--- src/rtl/combo_pattern_det_if.sv ---
// Bus bundle for the programmable pattern detector.
// The master drives the sample/config side; the slave returns status.
interface combo_pattern_det_if #(
   parameter int WIDTH = 4,
   parameter int CNT_W = 8
);

   logic             en;
   logic             cfg_we;
   logic [WIDTH-1:0] cfg_pattern;
   logic [WIDTH-1:0] cfg_mask;
   logic             clr;
   logic [WIDTH-1:0] din;
   logic             match;
   logic             detect;
   logic             active;
   logic [CNT_W-1:0] count;
   logic             ovf;

   modport master (
      output en,
      output cfg_we,
      output cfg_pattern,
      output cfg_mask,
      output clr,
      output din,
      input  match,
      input  detect,
      input  active,
      input  count,
      input  ovf
   );

   modport slave (
      input  en,
      input  cfg_we,
      input  cfg_pattern,
      input  cfg_mask,
      input  clr,
      input  din,
      output match,
      output detect,
      output active,
      output count,
      output ovf
   );

endinterface

--- src/rtl/combo_pattern_det.sv ---
// Masked pattern detector with hold qualification.
// A detection needs HOLD consecutive hits; detections are counted.
module combo_pattern_det #(
   parameter int               WIDTH           = 4,
   parameter int               HOLD            = 2,
   parameter int               CNT_W           = 8,
   parameter logic [WIDTH-1:0] DEFAULT_PATTERN = WIDTH'(4'b0110)
) (
   input logic                clk,
   input logic                rst,
   combo_pattern_det_if.slave bus
);

   localparam int RUN_W = $clog2(HOLD + 1);

   localparam logic [RUN_W-1:0] HOLD_R  = RUN_W'(HOLD);
   localparam logic [RUN_W-1:0] RUN_ONE = RUN_W'(1);
   localparam logic [CNT_W-1:0] CNT_MAX = '1;
   localparam logic [CNT_W-1:0] CNT_ONE = CNT_W'(1);

   typedef enum logic [1:0] {
      IDLE,
      RUN,
      LOCK
   } state_t;

   logic [WIDTH-1:0] pattern_q;
   logic [WIDTH-1:0] mask_q;
   state_t           state_q;
   logic [RUN_W-1:0] run_q;
   logic             match_q;
   logic             detect_q;
   logic             active_q;
   logic [CNT_W-1:0] count_q;
   logic             ovf_q;

   logic             hit;
   logic             lock_entry;

   // A config write edge never counts as a hit; held pattern/mask only.
   assign hit = bus.en
              & ~bus.cfg_we
              & (((bus.din ^ pattern_q) & mask_q) == '0);

   // Flags the edge on which the FSM moves into LOCK.
   always_comb begin
      lock_entry = 1'b0;
      unique case (state_q)
         IDLE:    lock_entry = hit && (HOLD == 1);
         RUN:     lock_entry = hit && ((run_q + RUN_ONE) == HOLD_R);
         default: lock_entry = 1'b0;
      endcase
   end

   // Pattern and care-mask registers, loaded by a config write.
   always_ff @(posedge clk or posedge rst) begin
      if (rst) begin
         pattern_q <= DEFAULT_PATTERN;
         mask_q    <= '1;
      end else if (bus.cfg_we) begin
         pattern_q <= bus.cfg_pattern;
         mask_q    <= bus.cfg_mask;
      end
   end

   // Hold-qualification FSM with registered match/detect/active.
   always_ff @(posedge clk or posedge rst) begin
      if (rst) begin
         state_q  <= IDLE;
         run_q    <= '0;
         match_q  <= 1'b0;
         detect_q <= 1'b0;
         active_q <= 1'b0;
      end else begin
         match_q  <= hit;
         detect_q <= lock_entry;
         active_q <= lock_entry | ((state_q == LOCK) & hit);
         unique case (state_q)
            IDLE: begin
               if (hit) begin
                  if (HOLD == 1) begin
                     state_q <= LOCK;
                     run_q   <= HOLD_R;
                  end else begin
                     state_q <= RUN;
                     run_q   <= RUN_ONE;
                  end
               end
            end
            RUN: begin
               if (!hit) begin
                  state_q <= IDLE;
                  run_q   <= '0;
               end else if (lock_entry) begin
                  state_q <= LOCK;
                  run_q   <= HOLD_R;
               end else begin
                  run_q   <= run_q + RUN_ONE;
               end
            end
            LOCK: begin
               if (!hit) begin
                  state_q <= IDLE;
                  run_q   <= '0;
               end
            end
            default: begin
               state_q <= IDLE;
               run_q   <= '0;
            end
         endcase
      end
   end

   // Saturating detection counter; clear wins but keeps a same-edge hit.
   always_ff @(posedge clk or posedge rst) begin
      if (rst) begin
         count_q <= '0;
         ovf_q   <= 1'b0;
      end else if (bus.clr) begin
         count_q <= lock_entry ? CNT_ONE : '0;
         ovf_q   <= 1'b0;
      end else if (lock_entry) begin
         if (count_q == CNT_MAX) begin
            ovf_q   <= 1'b1;
         end else begin
            count_q <= count_q + CNT_ONE;
         end
      end
   end

   assign bus.match  = match_q;
   assign bus.detect = detect_q;
   assign bus.active = active_q;
   assign bus.count  = count_q;
   assign bus.ovf    = ovf_q;

endmodule
--- src/flat_wrapper.sv ---
// flat-port wrapper written by rule: the top's interface ports become plain ports
module combo_pattern_det_flat 
#(
   parameter int               WIDTH           = 4,
   parameter int               HOLD            = 2,
   parameter int               CNT_W           = 8,
   parameter logic [WIDTH-1:0] DEFAULT_PATTERN = WIDTH'(4'b0110)
)
  (clk, rst, bus_en, bus_cfg_we, bus_cfg_pattern, bus_cfg_mask, bus_clr, bus_din, bus_match, bus_detect, bus_active, bus_count, bus_ovf);
  combo_pattern_det_if #(.WIDTH(WIDTH), .CNT_W(CNT_W)) bus_i ();
  input logic clk;
  input logic rst;
  input wire logic [$bits(bus_i.en)-1:0] bus_en;
  input wire logic [$bits(bus_i.cfg_we)-1:0] bus_cfg_we;
  input wire logic [$bits(bus_i.cfg_pattern)-1:0] bus_cfg_pattern;
  input wire logic [$bits(bus_i.cfg_mask)-1:0] bus_cfg_mask;
  input wire logic [$bits(bus_i.clr)-1:0] bus_clr;
  input wire logic [$bits(bus_i.din)-1:0] bus_din;
  output wire logic [$bits(bus_i.match)-1:0] bus_match;
  output wire logic [$bits(bus_i.detect)-1:0] bus_detect;
  output wire logic [$bits(bus_i.active)-1:0] bus_active;
  output wire logic [$bits(bus_i.count)-1:0] bus_count;
  output wire logic [$bits(bus_i.ovf)-1:0] bus_ovf;
  assign bus_i.en = bus_en;
  assign bus_i.cfg_we = bus_cfg_we;
  assign bus_i.cfg_pattern = bus_cfg_pattern;
  assign bus_i.cfg_mask = bus_cfg_mask;
  assign bus_i.clr = bus_clr;
  assign bus_i.din = bus_din;
  assign bus_match = bus_i.match;
  assign bus_detect = bus_i.detect;
  assign bus_active = bus_i.active;
  assign bus_count = bus_i.count;
  assign bus_ovf = bus_i.ovf;
  combo_pattern_det #(.WIDTH(WIDTH), .HOLD(HOLD), .CNT_W(CNT_W), .DEFAULT_PATTERN(DEFAULT_PATTERN)) u_core (.clk(clk), .rst(rst), .bus(bus_i));
endmodule
--- config.mk ---
export PLATFORM = sky130hd
export DESIGN_NAME = combo_pattern_det_flat
export DESIGN_NICKNAME = d
export VERILOG_FILES = /design/src/rtl/combo_pattern_det_if.sv /design/src/rtl/combo_pattern_det.sv /design/src/flat_wrapper.sv
export SDC_FILE = /design/constraint.sdc
export NUM_CORES = 1
export LEC_CHECK = 0
export CAP_MARGIN = 20
export CORE_UTILIZATION = 51
export DETAILED_ROUTE_END_ITERATION = 7
export GPL_TIMING_DRIVEN = 0
export HOLD_SLACK_MARGIN = 0.15
export PLACE_DENSITY = 0.81
export SYNTH_ARGS = -nofsm -noshare
export SYNTH_HDL_FRONTEND = slang
export SYNTH_SLANG_ARGS = --single-unit
--- constraint.sdc ---
create_clock -name clk -period 2.6 [get_ports clk]
set_input_delay 0.26 -clock clk [delete_from_list [all_inputs] [get_ports clk]]
set_output_delay 0.26 -clock clk [all_outputs]
set_load 0.01 [all_outputs]
==> results of run 1 <==
==> flip-flops by register name (all words and copies together) (netlist names) <==
name,count
u_core.bus.detect,1
u_core.state_q,2
u_core.pattern_q,4
u_core.mask_q,4
u_core.bus.count,8
u_core.bus.active,1
u_core.run_q,2
u_core.bus.match,1
u_core.bus.ovf,1
==> worst register-to-register path, stage by stage (launching register included) <==
cell      delay [ns]
dfrtp_1         0.45
ha_1            0.26
and4b_1         0.23
a211oi_1        0.26
nand3_1         0.19
or3_1           0.35
a21oi_1         0.15
==> cell type report <==
cell class | count | area [um2]
fillers | 167 | 691
flip-flops and latches | 24 | 608
multi-input cells | 65 | 536
repair buffers | 26 | 260
well taps | 28 | 35.0
clock buffers | 4 | 26.3
inverters | 6 | 22.5
plain buffers | 2 | 12.5
==> where the power goes <==
| group | switching [mW] | internal, mW | leakage [nW] |
|---|---|---|---|
| clock | 0.103 | 0.0598 | 0.0150 |
| combinational | 0.0579 | 0.0670 | 0.298 |
| sequential | 0.0195 | 0.405 | 0.307 |
==> through the flow <==
step	worst slack, ns	power [mW]	std cells	area, um2
after floorplan	0.807	0.512	97	1180
after global placement	0.497	0.550	151	1470
after detailed placement	0.486	0.559	151	1470
after CTS	0.636	0.722	155	1500
after global routing	0.484	0.752	155	1500
final	0.640	0.712	155	1500
==> kinds of logic (layout without fill, tap and decap cells) <==
logic type | count (synthesis) | count (layout) | synth area share, %
fa+ha+maj | 3 | 3 | 2.97
flops | 24 | 24 | 51.6
buf+inv | 8 | 38 | 2.97
xor+xnor | 5 | 5 | 3.72
compound gates | 20 | 20 | 13.4
mux | 10 | 10 | 9.34
simple gates | 27 | 27 | 16.0
==> worst max path at each step <==
| stage | startpoint | endpoint | slack, ns | cells past startpoint |
|---|---|---|---|---|
| after floorplan | u_core.bus.count[0]$_DFFE_PP0P_ | u_core.bus.count[5]$_DFFE_PP0P_ | 0.81 | 6 |
| after global placement | bus_din[2] | u_core.run_q[1]$_DFFE_PP0P_ | 0.50 | 6 |
| after detailed placement | bus_din[2] | u_core.run_q[1]$_DFFE_PP0P_ | 0.49 | 6 |
| after CTS | u_core.bus.count[0]$_DFFE_PP0P_ | u_core.bus.count[5]$_DFFE_PP0P_ | 0.64 | 6 |
| after global routing | u_core.bus.count[0]$_DFFE_PP0P_ | u_core.bus.count[5]$_DFFE_PP0P_ | 0.48 | 6 |
| final | u_core.bus.count[0]$_DFFE_PP0P_ | u_core.bus.count[5]$_DFFE_PP0P_ | 0.64 | 6 |
==> per-layer routing <==
layer,wire (um),track usage [%],vias to the layer above
li1,-,-,418
met1,917,24.2,448
met2,1080,32.7,20
met3,75,2.78,2
met4,10,8.57,0
met5,0,0,-
==> cell usage in the layout (no fill, tap or decap), drive strengths merged, types with 2 or more instances in the layout <==
cell	Yosys	final
nand3	4	4
nand2b	2	2
dfrtp	18	18
a21oi	7	7
buf	2	2
nand2	4	4
or3	4	4
mux2	8	8
dfstp	6	6
o21ai	5	5
xor2	5	5
or4	3	3
inv	6	6
a211oi	2	2
clkdlybuf4s50	0	26
nor2	3	3
ha	2	2
clkbuf	0	4
mux2i	2	2
==> key figures, run 1 <==
Status
  • Status: completed

Min path
  • Hold_sp: bus_clr
  • Hold path depth: 2
  • WHS Endpoint: u_core.bus.count[4]$_DFFE_PP0P_
  • Tightest Hold Check Type: input pin to register

Cells and area
  • Nets@finish: 147
  • Diodes inserted: 0
  • Final core utilization: 68.5%
  • Layout cell share with drive strength beyond 1: 18.9%
  • P&R area growth vs syn: 27.3%

Synth
  • Syn_area_per_cell: 12.2 um2
  • Sequential area share after synthesis: between 50 and 60%
  • Share of the synthesized area in the top cell type: between 30% and 40%
  • Synth cell types: 34
  • Syn Nets: ~120
  • Yosys top cell by area: dfrtp_1
  • Synth top cells by count: dfrtp_1 (18), mux2_2 (8), a21oi_1 (7)
  • Post-synth top flop: dfrtp_1
  • Yosys Warn Count: 0
  • Post-synth EDFFs: 0
  • Cell area after synthesis: around 1200 um2
  • Synth area leaders: dfrtp_1 (38%), dfstp_2 (13%), mux2_2 (7.6%)
  • Most common cell in the netlist: dfrtp_1
  • Asr flop ratio synth: 100%
  • Syn Inst Count: 97
  • FF+latch count, synth: 24

Run
  • Max Cap Viol: 0

Critical path
  • Slowest stage delay, CP: 0.45 ns
  • CP max FO: 5
  • Crit-path leading delay family: simple AND/OR/NAND/NOR gates
  • R2R Path End: u_core.bus.count[5]$_DFFE_PP0P_
  • Critical Path End Type: register
  • Crit-path cells: ha_1 -> and4b_1 -> a211oi_1 -> nand3_1 -> or3_1 -> a21oi_1
  • Reg2reg path depth: 6
  • R2R setup slack: ~0.64 ns
  • Slowest CP cell: dfrtp_1
  • FF-to-FF Start: u_core.bus.count[0]$_DFFE_PP0P_
  • CP Data Arrival Time: 2.20 ns
  • WS Path Type: register to register
  • Worst path bufs/invs: 0
  • CP Data Required Time: 2.84 ns
  • CP Launch Type: register

Clocking
  • Root Driver: clkbuf_4
  • Later-pin clock latency in the skew report: about 0.30 ns
  • Clk slew on worst S/H paths: 0.12 ns
  • Longest Clk Path Bufs: 2
  • Clock buffer count from CTS: 3
  • Hold_buf cts: 0
  • CTS HTree Levels: 1
  • CTS tree: yes
  • Post-CTS Setup Repair Bufs: 0
  • CTS-repair resized insts: 0
  • # clock sinks: 24

Die
  • Die X: between 50 and 60 um
  • I/O pin count: 29
  • Placeable Area: around 2200 um2
  • Full die area: 2510 um2
  • Initial Utilization: 53.8%
  • Die height: 50.1 um
  • Std-Cell Rows: 17

Global route
  • Gr usage total: roughly a fifth
  • First-pass GRT wire length: 3630 um
  • Initial antenna violation count: 0
  • Largest net degree at the start of global routing: 25
  • Vias in the first global route: 908
  • GRT overflow: 0

Power
  • Leak pwr: 0.620 nW
  • Peak supply drop: 428 uV
  • Cell Pwr Density: 475 nW/um2

Routing
  • Via/cell ratio: around 5.7
  • WL per Instance: 13.5 um
  • DR iter-0 viols: 15
  • Routed Antenna Nets: 0
  • Drt drc: 0
  • Via count: 888
  • Final WL: 2090 um
  • Router iterations before antenna repair: 4

STA
  • Slew of the pin with the lowest slew margin: ~0.87 ns
  • Pins Over Slew Limit: 0
  • Slew HR: 42.0%
  • Skew final: ~0.0022 ns
  • # setup viols final: 0
  • RSZ-0062 raised after global routing: false
  • Final period utilization: between 70% and 80%
  • Hold WS: 0.236 ns
  • Final setup TNS: 0 ns
  • FMAX: 510 MHz
  • Final hold viol count: 0
  • Fin crit period: 1.96 ns

Placement
  • Placer's final routability congestion estimate: 0.791
  • Post-DP HPWL: 1610 um
  • Port Buffers: 26
No activity file was read; power rests on OpenSTA's default activity.
==> inputs of run 2 (changes only) <==
- CORE_UTILIZATION: 51 -> 48
- PLACE_DENSITY: 0.81 -> 0.77
- clock period: 2.6 -> 2 ns (I/O delays scaled with it)
==> key figures, run 2 (synthesized netlist as in run 1, its figures left out) <==
Cells and area
  • Final core utilization: just under 70%
  • Most frequent cells in the layout: clkdlybuf4s50_1 (26), dfrtp_1 (17), mux2_2 (8), a21oi_1 (7)
  • Most common cell after layout, fill and taps aside: clkdlybuf4s50_1
  • P&R area growth vs syn: 31.0%
  • Layout cell share with drive strength beyond 1: a little under a quarter
  • Cell area after layout: about 1500 um2
  • Diodes inserted: 0
  • Max reg flops: 8
  • Nets@finish: 150

Routing
  • Final WL: 2180 um
  • Routed Antenna Nets: 0
  • Via count: 882
  • DR iter-0 viols: 4
  • Drt drc: 0
  • WL per Instance: 13.8 um
  • Router iterations before antenna repair: 3
  • Via/cell ratio: 5.58

Critical path
  • Reg2reg path depth: 5
  • WS Path Type: register to register
  • CP max FO: 9
  • Crit path from: u_core.pattern_q[2]$_DFFE_PP1P_
  • CP Launch Type: register
  • R2R setup slack: 0.11 ns
  • Critical Path End Type: register
  • R2R Path End: u_core.run_q[1]$_DFFE_PP0P_
  • FF-to-FF Start: u_core.pattern_q[2]$_DFFE_PP1P_
  • CP Data Required Time: 2.21 ns
  • CP Data Arrival Time: 2.11 ns
  • CP Capture Point: u_core.run_q[1]$_DFFE_PP0P_

STA
  • Pins Over Slew Limit: 0
  • Slew HR: 40.6%
  • # setup viols final: 0
  • Final period utilization: 94.7%
  • Fin crit period: 1.89 ns
  • FMAX: between 500 and 600 MHz
  • RSZ-0062 raised after global routing: true
  • Slew of the pin with the lowest slew margin: 0.890 ns
  • Skew final: roughly 0.0025 ns
  • Final hold viol count: 0
  • Hold WS: 0.226 ns

Global route
  • First-pass GRT wire length: 3590 um
  • GRT overflow: 0
  • Gr usage total: 19.0%
  • Vias in the first global route: 836
  • Largest net degree at the start of global routing: 25
  • Initial antenna violation count: 0

Clocking
  • CTS HTree Levels: 1
  • # clock sinks: 24
  • Clock buffer count from CTS: 3
  • CTS tree: yes
  • Clk slew on worst S/H paths: 0.12 ns
  • Longest Clk Path Bufs: 2
  • Later-pin clock latency in the skew report: 0.31 ns
  • Root Driver: clkbuf_4

Die
  • Std-Cell Rows: 17
  • Placeable Area: 2250 um2
  • Die X: 51.6 um
  • Full die area: 2660 um2
  • Die height: 51.6 um
  • I/O pin count: 29
  • Initial Utilization: 52.3%

Min path
  • Tightest Hold Check Type: input pin to register

Power
  • Leak pwr: 0.639 nW
  • Peak supply drop: 598 uV
  • Tot Pwr: 0.968 mW
  • Cell Pwr Density: 627 nW/um2

Placement
  • Port Buffers: 26
  • Area after DPL: 1470 um2
  • Placer's final routability congestion estimate: 0.722
  • Post-DP HPWL: approximately 1600 um

Status
  • Status: completed

Run
  • Max Cap Viol: 0
-- run 2: layer usage --
layer / up-vias / track usage (%) / share of wire [%] / wire length (um)
met2: 20 / 32.3 / 51 / 1110
met1: 435 / 21.2 / 42 / 927
met4: 0 / 11.7 / 2.0 / 43
met5: - / 0 / 0 / 0
met3: 4 / 4.97 / 4.6 / 100
li1: 423 / - / - / -
-- run 2: worst max-delay path: stages, from the launching register on --
cell and delay [ns]:
dfstp_2 0.55, xor2_1 0.09, a221oi_4 0.38, nand2_2 0.18
or4b_1 0.49, o311ai_1 0.09
-- run 2: timing repair --
action	CTS	global route
setup endpoints to repair	0	4
setup buffers	0	2
resized for setup	0	3
hold buffers	1	0
hold endpoints to repair	5	0
-- run 2: worst min-delay path by stage --
| stage | endpoint | cells past startpoint | start |
|---|---|---|---|
| global route | u_core.mask_q[2]$_DFFE_PP1P_ | 2 | bus_cfg_we |
| detailed placement | u_core.bus.ovf$_DFFE_PP0P_ | 1 | u_core.bus.ovf$_DFFE_PP0P_ |
| finish | u_core.pattern_q[3]$_DFFE_PP0P_ | 2 | bus_cfg_we |
| floorplan | u_core.bus.active$_DFF_PP0_ | 1 | rst |
| global placement | u_core.bus.count[2]$_DFFE_PP0P_ | 2 | bus_clr |
| CTS | u_core.pattern_q[3]$_DFFE_PP0P_ | 2 | bus_cfg_we |
-- run 2: power by group --
group	switching (mW)	internal [mW]	leakage (nW)
Combinational	0.0744	0.0884	0.313
Clock	0.140	0.111	0.0210
Sequential	0.0270	0.527	0.305
-- run 2: layout make-up --
cell class	instances	area, um2
buffer	2	12.5
multi-input combinational	65	543
clock buffer	4	36.3
sequential	24	609
timing repair buffer	29	285
inverter	6	22.5
tap	28	35.0
fill	179	711
-- run 2: through the flow --
step / cells / setup slack [ns] / setup TNS (ns)
final: 158 / 0.106 / 0
after global routing: 158 / -0.0246 / -0.0531
after global placement: 151 / -0.0399 / -0.0535
after floorplan: 97 / 0.207 / 0
after CTS: 156 / 0.0589 / 0
after detailed placement: 151 / -0.0871 / -0.142
==> inputs of run 3 (changes only) <==
- CTS_CLUSTER_DIAMETER: default -> 80
==> results of run 3 <==
The final DEF is identical to that of run 2; final timing and power are the same.
